$ cat config.mk
export PLATFORM = sky130hd
export DESIGN_NAME = pool1d_stream_flat
export DESIGN_NICKNAME = d
export VERILOG_FILES = /design/src/rtl/pool1d_stream_if.sv /design/src/rtl/pool1d_stream.sv /design/src/flat_wrapper.sv
export SDC_FILE = /design/constraint.sdc
export NUM_CORES = 2
export LEC_CHECK = 0
export BUFFER_PORTS_ARGS = -buffer_cell sky130_fd_sc_hd__buf_2
export CAP_MARGIN = 0
export CORE_ASPECT_RATIO = 0.75
export CORE_MARGIN = 2
export CORE_UTILIZATION = 41
export DETAILED_ROUTE_END_ITERATION = 8
export SLEW_MARGIN = 20
export SYNTH_ARGS = -nofsm -noshare
export SYNTH_HDL_FRONTEND = slang
export SYNTH_SLANG_ARGS = --single-unit
export TNS_END_PERCENT = 1
$ cat constraint.sdc
create_clock -name clk -period 3.1 [get_ports clk]
set_clock_uncertainty 0.2 [all_clocks]
set_input_delay 0.465 -clock clk [delete_from_list [all_inputs] [get_ports clk]]
set_output_delay 0.465 -clock clk [all_outputs]
set_load 0.02 [all_outputs]
$ cat src/rtl/pool1d_stream_if.sv
// Valid/ready frame stream with end-of-sequence marker. The master drives the
// frame, and the slave answers with ready.
interface pool1d_stream_if #(
    parameter int W = 256
) ();
    logic         valid;
    logic         ready;
    logic [W-1:0] data;
    logic         last;

    modport master (output valid, output data, output last, input ready);
    modport slave  (input valid, input data, input last, output ready);
endinterface

$ cat src/rtl/pool1d_stream.sv
// Streaming 1-D temporal pooling (max or floor-average) over KERNEL-frame windows
// that start every STRIDE frames. Windows never span a sequence boundary.
module pool1d_stream #(
    parameter int DATA_W   = 8,
    parameter int CHANNELS = 32,
    parameter int KERNEL   = 2,
    parameter int STRIDE   = 2
) (
    input  logic             clk,
    input  logic             rst_n,
    input  logic             mode,
    pool1d_stream_if.slave   src,
    pool1d_stream_if.master  dst,
    output logic             drop_partial
);

    localparam int FRAME_W = CHANNELS * DATA_W;
    localparam int LOG2K   = $clog2(KERNEL);
    localparam int SUM_W   = DATA_W + LOG2K;
    localparam int CNT_W   = (KERNEL > 1) ? $clog2(KERNEL) : 1;
    localparam logic [CNT_W-1:0] FILL_LAST   = CNT_W'(KERNEL - 1);
    localparam logic [CNT_W-1:0] STRIDE_LAST = CNT_W'(STRIDE - 1);

    if (KERNEL != 1 && KERNEL != 2 && KERNEL != 4 && KERNEL != 8) begin : g_bad_kernel
        $error("pool1d_stream: KERNEL must be 1, 2, 4 or 8");
    end
    if (STRIDE < 1 || STRIDE > KERNEL) begin : g_bad_stride
        $error("pool1d_stream: STRIDE must satisfy 1 <= STRIDE <= KERNEL");
    end

    typedef enum logic [0:0] {
        FILL   = 1'b0,
        STEADY = 1'b1
    } state_t;

    state_t             state_r;
    logic [CNT_W-1:0]   fill_cnt_r;
    logic [CNT_W-1:0]   stride_cnt_r;
    logic               mode_r;
    logic               out_valid_r;
    logic [FRAME_W-1:0] out_data_r;
    logic               out_last_r;
    logic               drop_r;

    logic               accept_s;
    logic               fire_s;
    logic               first_s;
    logic               mode_eff_s;
    logic [FRAME_W-1:0] result_s;
    logic [FRAME_W-1:0] window_s [KERNEL];

    assign src.ready    = !out_valid_r || dst.ready;
    assign accept_s     = src.valid && src.ready;
    assign first_s      = (state_r == FILL) && (fill_cnt_r == '0);
    // The first frame of a sequence may itself fire (KERNEL=1), so use the live mode then.
    assign mode_eff_s   = first_s ? mode : mode_r;
    assign dst.valid    = out_valid_r;
    assign dst.data     = out_data_r;
    assign dst.last     = out_last_r;
    assign drop_partial = drop_r;

    // Window is the incoming frame plus the KERNEL-1 most recent accepted frames.
    if (KERNEL > 1) begin : g_hist
        logic [FRAME_W-1:0] hist_r [KERNEL-1];

        // History shift register, advanced on every accepted frame.
        always_ff @(posedge clk or negedge rst_n) begin
            if (!rst_n) begin
                for (int i = 0; i < KERNEL - 1; i++) begin
                    hist_r[i] <= '0;
                end
            end else if (accept_s) begin
                hist_r[0] <= src.data;
                for (int i = 1; i < KERNEL - 1; i++) begin
                    hist_r[i] <= hist_r[i-1];
                end
            end else begin
                hist_r <= hist_r;
            end
        end

        // Assemble the pooling window, newest frame first.
        always_comb begin
            window_s[0] = src.data;
            for (int i = 1; i < KERNEL; i++) begin
                window_s[i] = hist_r[i-1];
            end
        end
    end else begin : g_pass
        assign window_s[0] = src.data;
    end

    // Per-channel signed max and floor-average over the window.
    always_comb begin
        logic signed [DATA_W-1:0] samp_v;
        logic signed [DATA_W-1:0] max_v;
        logic signed [SUM_W-1:0]  sum_v;
        result_s = '0;
        samp_v   = '0;
        max_v    = '0;
        sum_v    = '0;
        for (int c = 0; c < CHANNELS; c++) begin
            max_v = signed'(window_s[0][c*DATA_W +: DATA_W]);
            sum_v = '0;
            for (int k = 0; k < KERNEL; k++) begin
                samp_v = signed'(window_s[k][c*DATA_W +: DATA_W]);
                sum_v  = sum_v + SUM_W'(samp_v);
                if (samp_v > max_v) begin
                    max_v = samp_v;
                end else begin
                    max_v = max_v;
                end
            end
            if (mode_eff_s) begin
                result_s[c*DATA_W +: DATA_W] = DATA_W'(sum_v >>> LOG2K);
            end else begin
                result_s[c*DATA_W +: DATA_W] = max_v;
            end
        end
    end

    // Decide whether the current accept closes a window.
    always_comb begin
        fire_s = 1'b0;
        case (state_r)
            FILL:    fire_s = accept_s && (fill_cnt_r == FILL_LAST);
            STEADY:  fire_s = accept_s && (stride_cnt_r == STRIDE_LAST);
            default: fire_s = 1'b0;
        endcase
    end

    // Window FSM, mode capture and the output register.
    always_ff @(posedge clk or negedge rst_n) begin
        if (!rst_n) begin
            state_r      <= FILL;
            fill_cnt_r   <= '0;
            stride_cnt_r <= '0;
            mode_r       <= 1'b0;
            out_valid_r  <= 1'b0;
            out_data_r   <= '0;
            out_last_r   <= 1'b0;
            drop_r       <= 1'b0;
        end else begin
            drop_r <= accept_s && src.last && !fire_s;

            if (accept_s && first_s) begin
                mode_r <= mode;
            end else begin
                mode_r <= mode_r;
            end

            if (accept_s) begin
                if (src.last) begin
                    state_r      <= FILL;
                    fill_cnt_r   <= '0;
                    stride_cnt_r <= '0;
                end else begin
                    case (state_r)
                        FILL: begin
                            if (fill_cnt_r == FILL_LAST) begin
                                state_r      <= STEADY;
                                fill_cnt_r   <= '0;
                                stride_cnt_r <= '0;
                            end else begin
                                fill_cnt_r <= fill_cnt_r + CNT_W'(1);
                            end
                        end
                        STEADY: begin
                            if (stride_cnt_r == STRIDE_LAST) begin
                                stride_cnt_r <= '0;
                            end else begin
                                stride_cnt_r <= stride_cnt_r + CNT_W'(1);
                            end
                        end
                        default: begin
                            state_r      <= FILL;
                            fill_cnt_r   <= '0;
                            stride_cnt_r <= '0;
                        end
                    endcase
                end
            end else begin
                state_r <= state_r;
            end

            // Accept is only possible when the register is empty or draining, so no overwrite.
            if (fire_s) begin
                out_valid_r <= 1'b1;
                out_data_r  <= result_s;
                out_last_r  <= src.last;
            end else if (dst.ready) begin
                out_valid_r <= 1'b0;
            end else begin
                out_valid_r <= out_valid_r;
            end
        end
    end

endmodule

$ cat src/flat_wrapper.sv
// flat-port wrapper written by rule: the top's interface ports become plain ports
module pool1d_stream_flat 
#(
    parameter int DATA_W   = 8,
    parameter int CHANNELS = 32,
    parameter int KERNEL   = 2,
    parameter int STRIDE   = 2
)
  (clk, rst_n, mode, drop_partial, src_valid, src_data, src_last, src_ready, dst_valid, dst_data, dst_last, dst_ready);
  pool1d_stream_if #(.W((256))) src_i ();
  pool1d_stream_if #(.W((256))) dst_i ();
  input  logic clk;
  input  logic rst_n;
  input  logic mode;
  output logic drop_partial;
  input wire logic [$bits(src_i.valid)-1:0] src_valid;
  input wire logic [$bits(src_i.data)-1:0] src_data;
  input wire logic [$bits(src_i.last)-1:0] src_last;
  output wire logic [$bits(src_i.ready)-1:0] src_ready;
  output wire logic [$bits(dst_i.valid)-1:0] dst_valid;
  output wire logic [$bits(dst_i.data)-1:0] dst_data;
  output wire logic [$bits(dst_i.last)-1:0] dst_last;
  input wire logic [$bits(dst_i.ready)-1:0] dst_ready;
  assign src_i.valid = src_valid;
  assign src_i.data = src_data;
  assign src_i.last = src_last;
  assign src_ready = src_i.ready;
  assign dst_valid = dst_i.valid;
  assign dst_data = dst_i.data;
  assign dst_last = dst_i.last;
  assign dst_i.ready = dst_ready;
  pool1d_stream #(.DATA_W(DATA_W), .CHANNELS(CHANNELS), .KERNEL(KERNEL), .STRIDE(STRIDE)) u_core (.clk(clk), .rst_n(rst_n), .mode(mode), .src(src_i), .dst(dst_i), .drop_partial(drop_partial));
endmodule
# After elaboration in Yosys (flattened, before gate mapping)
# Index checks and enable logic that the tools add are counted.
# W data, S select, Z words.
[word_totals]
ff_bits = 519
latchBits = 0
ramBits = 0
rom_bits = 0
input_bits = 262
output_inout_bits = 260
memories = 0
[op_classes]
addsub = 34
multipliers = 0
div = 0
magnitude_cmp = 32
eq_ne = 2
shift = 0
mux = 78
bitwise_logic = 2
n_reduce_logical = 13
[ops]
columns = ["operator", "n"]
rows = [
  ["$mux W8", 64],
  ["$add A8 B8 Y9", 32],
  ["$gt A8 B8 Y1", 32],
  ["$mux W1", 12],
  ["$logic_and A1 B1 Y1", 7],
  ["$pmux W1 S2", 2],
  ["$reduce_and A2 Y1", 2],
  ["$ne A3 B2 Y1 const B", 1],
  ["$add A1 B1 Y1 const B", 2],
  ["$logic_not A1 Y1", 2],
  ["$ne A2 B2 Y1 const B", 1],
  ["$not A1 Y1", 2],
  ["$reduce_bool A2 Y1", 1],
  ["$logic_or A1 B1 Y1", 1],
]

# Logic depth before layout (Yosys ltp)
[logic_depth]
depth_word = 7
ltp_mapped = 11
depth_no_buf = 10

# Worst setup path before layout
# Ideal clock, no wire load.
[synth_path]
path_type = "input-to-reg"
startpoint = "input port src_data[164]"
endpoint = "register u_core.out_data_r[167], in the netlist u_core.dst.data[167]"
setup_time_ns = 0.126
arrival_ns = 2.516
setup_slack_ns = 0.258
cell_stages = 10
cell_sequence = "inv_1 > ha_1 > buf_2 > nand4_1 > a211oi_1 > a311oi_2 > and2b_4 > a21oi_4 > mux2_1 > a221o_1"
[synth_between]
elab_chain_len = 3
elab_cells_between_ends = 4
[synth_lines]
columns = ["element", "line", "source"]
rows = [
  ["start: declaration", "flat_wrapper.sv:17", "input wire logic [$bits(src_i.data)-1:0] src_data;"],
  ["$gt A8 B8 Y1", "pool1d_stream.sv:108", "if (samp_v > max_v) begin"],
  ["$mux W8", "pool1d_stream.sv:108", ""],
  ["$mux W8 *", "pool1d_stream.sv:114", "if (mode_eff_s) begin"],
  ["end signal: assignment", "pool1d_stream.sv:189", "out_data_r <= result_s;"],
  ["end: declaration", "pool1d_stream.sv:41", "logic [FRAME_W-1:0] out_data_r;"],
]
# Mark *: on every way between the ends. The rest lies on a longest branch, timed or not.
# A chain may end at the register's enable or synchronous reset.

# Worst setup path in the final report
[layout_path]
startpoint = "input port src_data[147]"
endpoint = "register u_core.out_data_r[144], in the netlist u_core.dst.data[144]"
[layout_between]
elab_chain_len = 3
[layout_lines]
columns = ["element", "line"]
rows = [
  ["$gt A8 B8 Y1", "pool1d_stream.sv:108"],
  ["$mux W8", "pool1d_stream.sv:108"],
  ["$mux W8", "pool1d_stream.sv:114"],
]
# No other way between the ends.

==> flow_summary.toml <==
[global_route]
gr-total-overflow = 0
antenna_found_initial = 16
grt_pass1_vias = 34400
grt_pass1_wl_microns = 193000
grt_max_degree = 163
grt_util_all_layers_pct = 24.6

[timing]
fin_crit_ns = 2.94
drv_slew = 0
fmax_mhz = 340
slew_headroom_pct = 24.8
setup_slack_ns = 0.156
setup_viol = 0
finalHoldViolCount = 0
fin_crit_sh_pct = 95.0
setup_tns_ns = 0
worst_slew_pin_slew_ns = 1.13
rsz0062_at_grt = "false"

[detailed_routing]
wl_met2_microns = 51700
routed_via_density = 5.31
drc_errors = 0
met3_length_microns = 7330
wl_microns = 122000
drt-initial-drc-count = 2099
final_antenna_net_count = 0
top_layer = "met5"
detail_route.first_pass.iterations = 5
drt-wirelength-per-cell_microns = 18.7
drt-met1-wl_microns = 59300
dr_total_vias = 34600

[synthesis]
ys_ff_latch = 519
netlist_instances = 4437
async_flop_share_pct = 100
synth_cell_types = 78
syn-num-nets = 5243
synth_edf_count = 0
syn_avg_cell_area_sq_um = 8.81
yosysSeqAreaShare_pct = 33.2
yosys_warnings = 0
netlist_area_sq_mm = 0.0391
synth_flop_cell = "dfrtp_1"

[placement]
post-place-ws_ns = 0.0352
place_congestion = 0.877
io_buffer_count = 521
dp_hpwl_microns = 87100

[outcome]
status = "completed"

[clock_network]
htree_levels = 3
cts-root-buf = "clkbuf_16"
clockBufferDepth = 3
numCtsBuffers = 66
cts.clk_slew.worst_paths_ns = 0.06
clkLatencyLatePin_ns = 0.64
cts.sinks = 519
cts_tree = "built"

[cells_and_area]
syn_to_final_growth_pct = 24.3
regArea_sq_mm = 0.0130
drive_gt1_share_pct = 15.3
finalNetCount = 6016
multiInputGateArea_sq_mm = 0.0236
n_fill_cell = 8912

[worst_setup_path]
critical_path.cell_chain = "dlygate4sd3_1 -> buf_2 -> inv_1 -> ha_1 -> a21o_1 -> nand3_1 -> a21oi_1 -> or4_1 -> a31oi_4 -> mux2i_1 -> o221ai_1"
reg2reg_slack_ns = 0.32
slowest_stage = "or4_1"
crit_buf_inv = 3
crit_arrival_ns = 3.24
worstPathMaxFanout = 8
required_ns = 3.40
endpoint_kind = "register"
start_kind = "primary input"
slowest_delay_ns = 0.56
critPathKind = "primary input to register"
cp_top_family = "compound AO/OA/AOI/OAI gates"

[worst_hold_path]
hp-class = "primary input to async pin"

[pwr]
p_int_mw = 21.7
netSwitchingFraction_pct = 44.3
switchingPower_mw = 17.3
powerDensity_mw_per_mm2 = 804
ir_drop_uv = 561
p_leak_nw = 23.7
comb_power_share_pct = 51.3
clockPowerShare_pct = 20.4
seq_power_share_pct = 28.3

[die]
ioPinCount = 522
floorplan.initialDensity_pct = 41.2
dieArea_sq_mm = 0.0978
core_sq_mm = 0.0949
die_y_microns = 271
fp.dieW_microns = 361
rows = 98

[job]
drv_cap = 0
-- worst paths after layout --
path                                           startpoint                   endpoint  depth (start not counted)
worst min register to register        u_core.dst.data[41]        u_core.dst.data[41]                          1
max in group asynchronous                           rst_n       u_core.dst.data[220]                          4
worst max-delay path                        src_data[147]       u_core.dst.data[144]                         11
min in group clk                      u_core.dst.data[41]        u_core.dst.data[41]                          1
worst min-delay path                                rst_n  u_core.g_hist.hist_r[172]                          2
worst max register to register  u_core.g_hist.hist_r[149]       u_core.dst.data[144]                          7
-- layer usage --
| metal | vias to the layer above | global-route usage [%] |
|---|---|---|
| met5 | - | 0 |
| met4 | 16 | 7.20 |
| met3 | 204 | 5.44 |
| met2 | 846 | 37.0 |
| met1 | 16400 | 35.1 |
| li1 | 17100 | - |
-- worst register-to-register path, delay by kind of cell (launching register included) --
family	cells	cell delay, ns
AND/OR/NAND/NOR	1	0.56
AO/OA/AOI/OAI	4	0.86
flip-flops	1	0.41
multiplexers	1	0.26
adder cells (fa/ha/maj)	1	0.36
-- sequential cells by signal, indices dropped and copies added (netlist names) --
signal                count
u_core.fill_cnt_r         1
u_core.state_r            1
u_core.g_hist.hist_r    256
u_core.dst.last           1
u_core.mode_r             1
u_core.drop_partial       1
u_core.stride_cnt_r       1
u_core.dst.data         256
u_core.dst.valid          1
-- final cells by class --
cell class | instances | area share, %
Sequential cell | 519 | 26.7
Clock buffer | 93 | 3.98
Antenna cell | 12 | 0.0618
Timing Repair Buffer | 889 | 13.1
Inverter | 494 | 3.82
Tap cell | 1250 | 3.22
Multi-Input combinational cell | 3240 | 48.6
Clock inverter | 25 | 0.564
-- synthesized netlist by cell type, types with 70 or more instances --
library cell | count | share of area, %
dfrtp_1 | 519 | 33
ha_1 | 512 | 16
inv_1 | 494 | 4.7
o21ai_0 | 452 | 5.8
nand2_1 | 409 | 3.9
a21oi_1 | 400 | 5.1
nor2_1 | 187 | 1.8
mux2i_1 | 169 | 4.3
clkbuf_1 | 139 | 1.3
xnor2_1 | 109 | 2.4
a22oi_1 | 100 | 1.9
xor2_1 | 70 | 1.6
-- cells in the final DEF, fill, tap and decap left out, types with 68 or more instances in the layout --
cell type | netlist | routed
nand2_1 | 409 | 406
buf_4 | 0 | 83
clkbuf_16 | 0 | 68
buf_2 | 23 | 520
ha_1 | 512 | 512
nor2_1 | 187 | 185
mux2i_1 | 169 | 168
xnor2_1 | 109 | 109
o21ai_0 | 452 | 452
a21oi_1 | 400 | 400
a22oi_1 | 100 | 100
dfrtp_1 | 519 | 519
inv_1 | 494 | 494
xor2_1 | 70 | 70
dlygate4sd3_1 | 0 | 260
-- cell families after synthesis --
| logic type | after synthesis | share of synthesized area [%] |
|---|---|---|
| compound gates | 1423 | 22.7 |
| simple gates | 913 | 10.7 |
| buf+inv | 678 | 6.61 |
| fa+ha+maj | 544 | 18.0 |
| flops | 519 | 33.2 |
| mux | 181 | 4.68 |
| xor+xnor | 179 | 4.01 |
-- metrics by stage --
stage	cell area, sq um	util, %	hold slack (ns)	total power, mW	cells
5_1_grt	48600	51.2	0.169	41.9	6516
4_1_cts	48500	51.1	0.136	39.2	6510
3_5_place_dp	43700	46.1	0.235	30.8	6132
2_1_floorplan	39100	-	-0.0306	23.9	4437
3_3_place_gp	43700	46.1	0.234	30.6	6132
6_report	48600	51.2	0.162	39.1	6522
-- power by group through the flow --
stage	registers (mW)	logic, mW	clock network (mW)
after floorplan	12.6	11.3	0
after global placement	11.1	19.5	0
after detailed placement	11.1	19.7	0
after CTS	11.0	20.0	8.17
after global routing	11.4	22.1	8.43
final	11.1	20.0	7.95
-- repair_timing --
item                                    4_1_cts  5_1_grt
endpoints found under the hold margin       590        0
gates resized for setup                       0        3
endpoints found under the setup margin        0        7
buffers inserted                              0        0
hold buffers                                260        0
No activity file was read; power rests on OpenSTA's default activity.
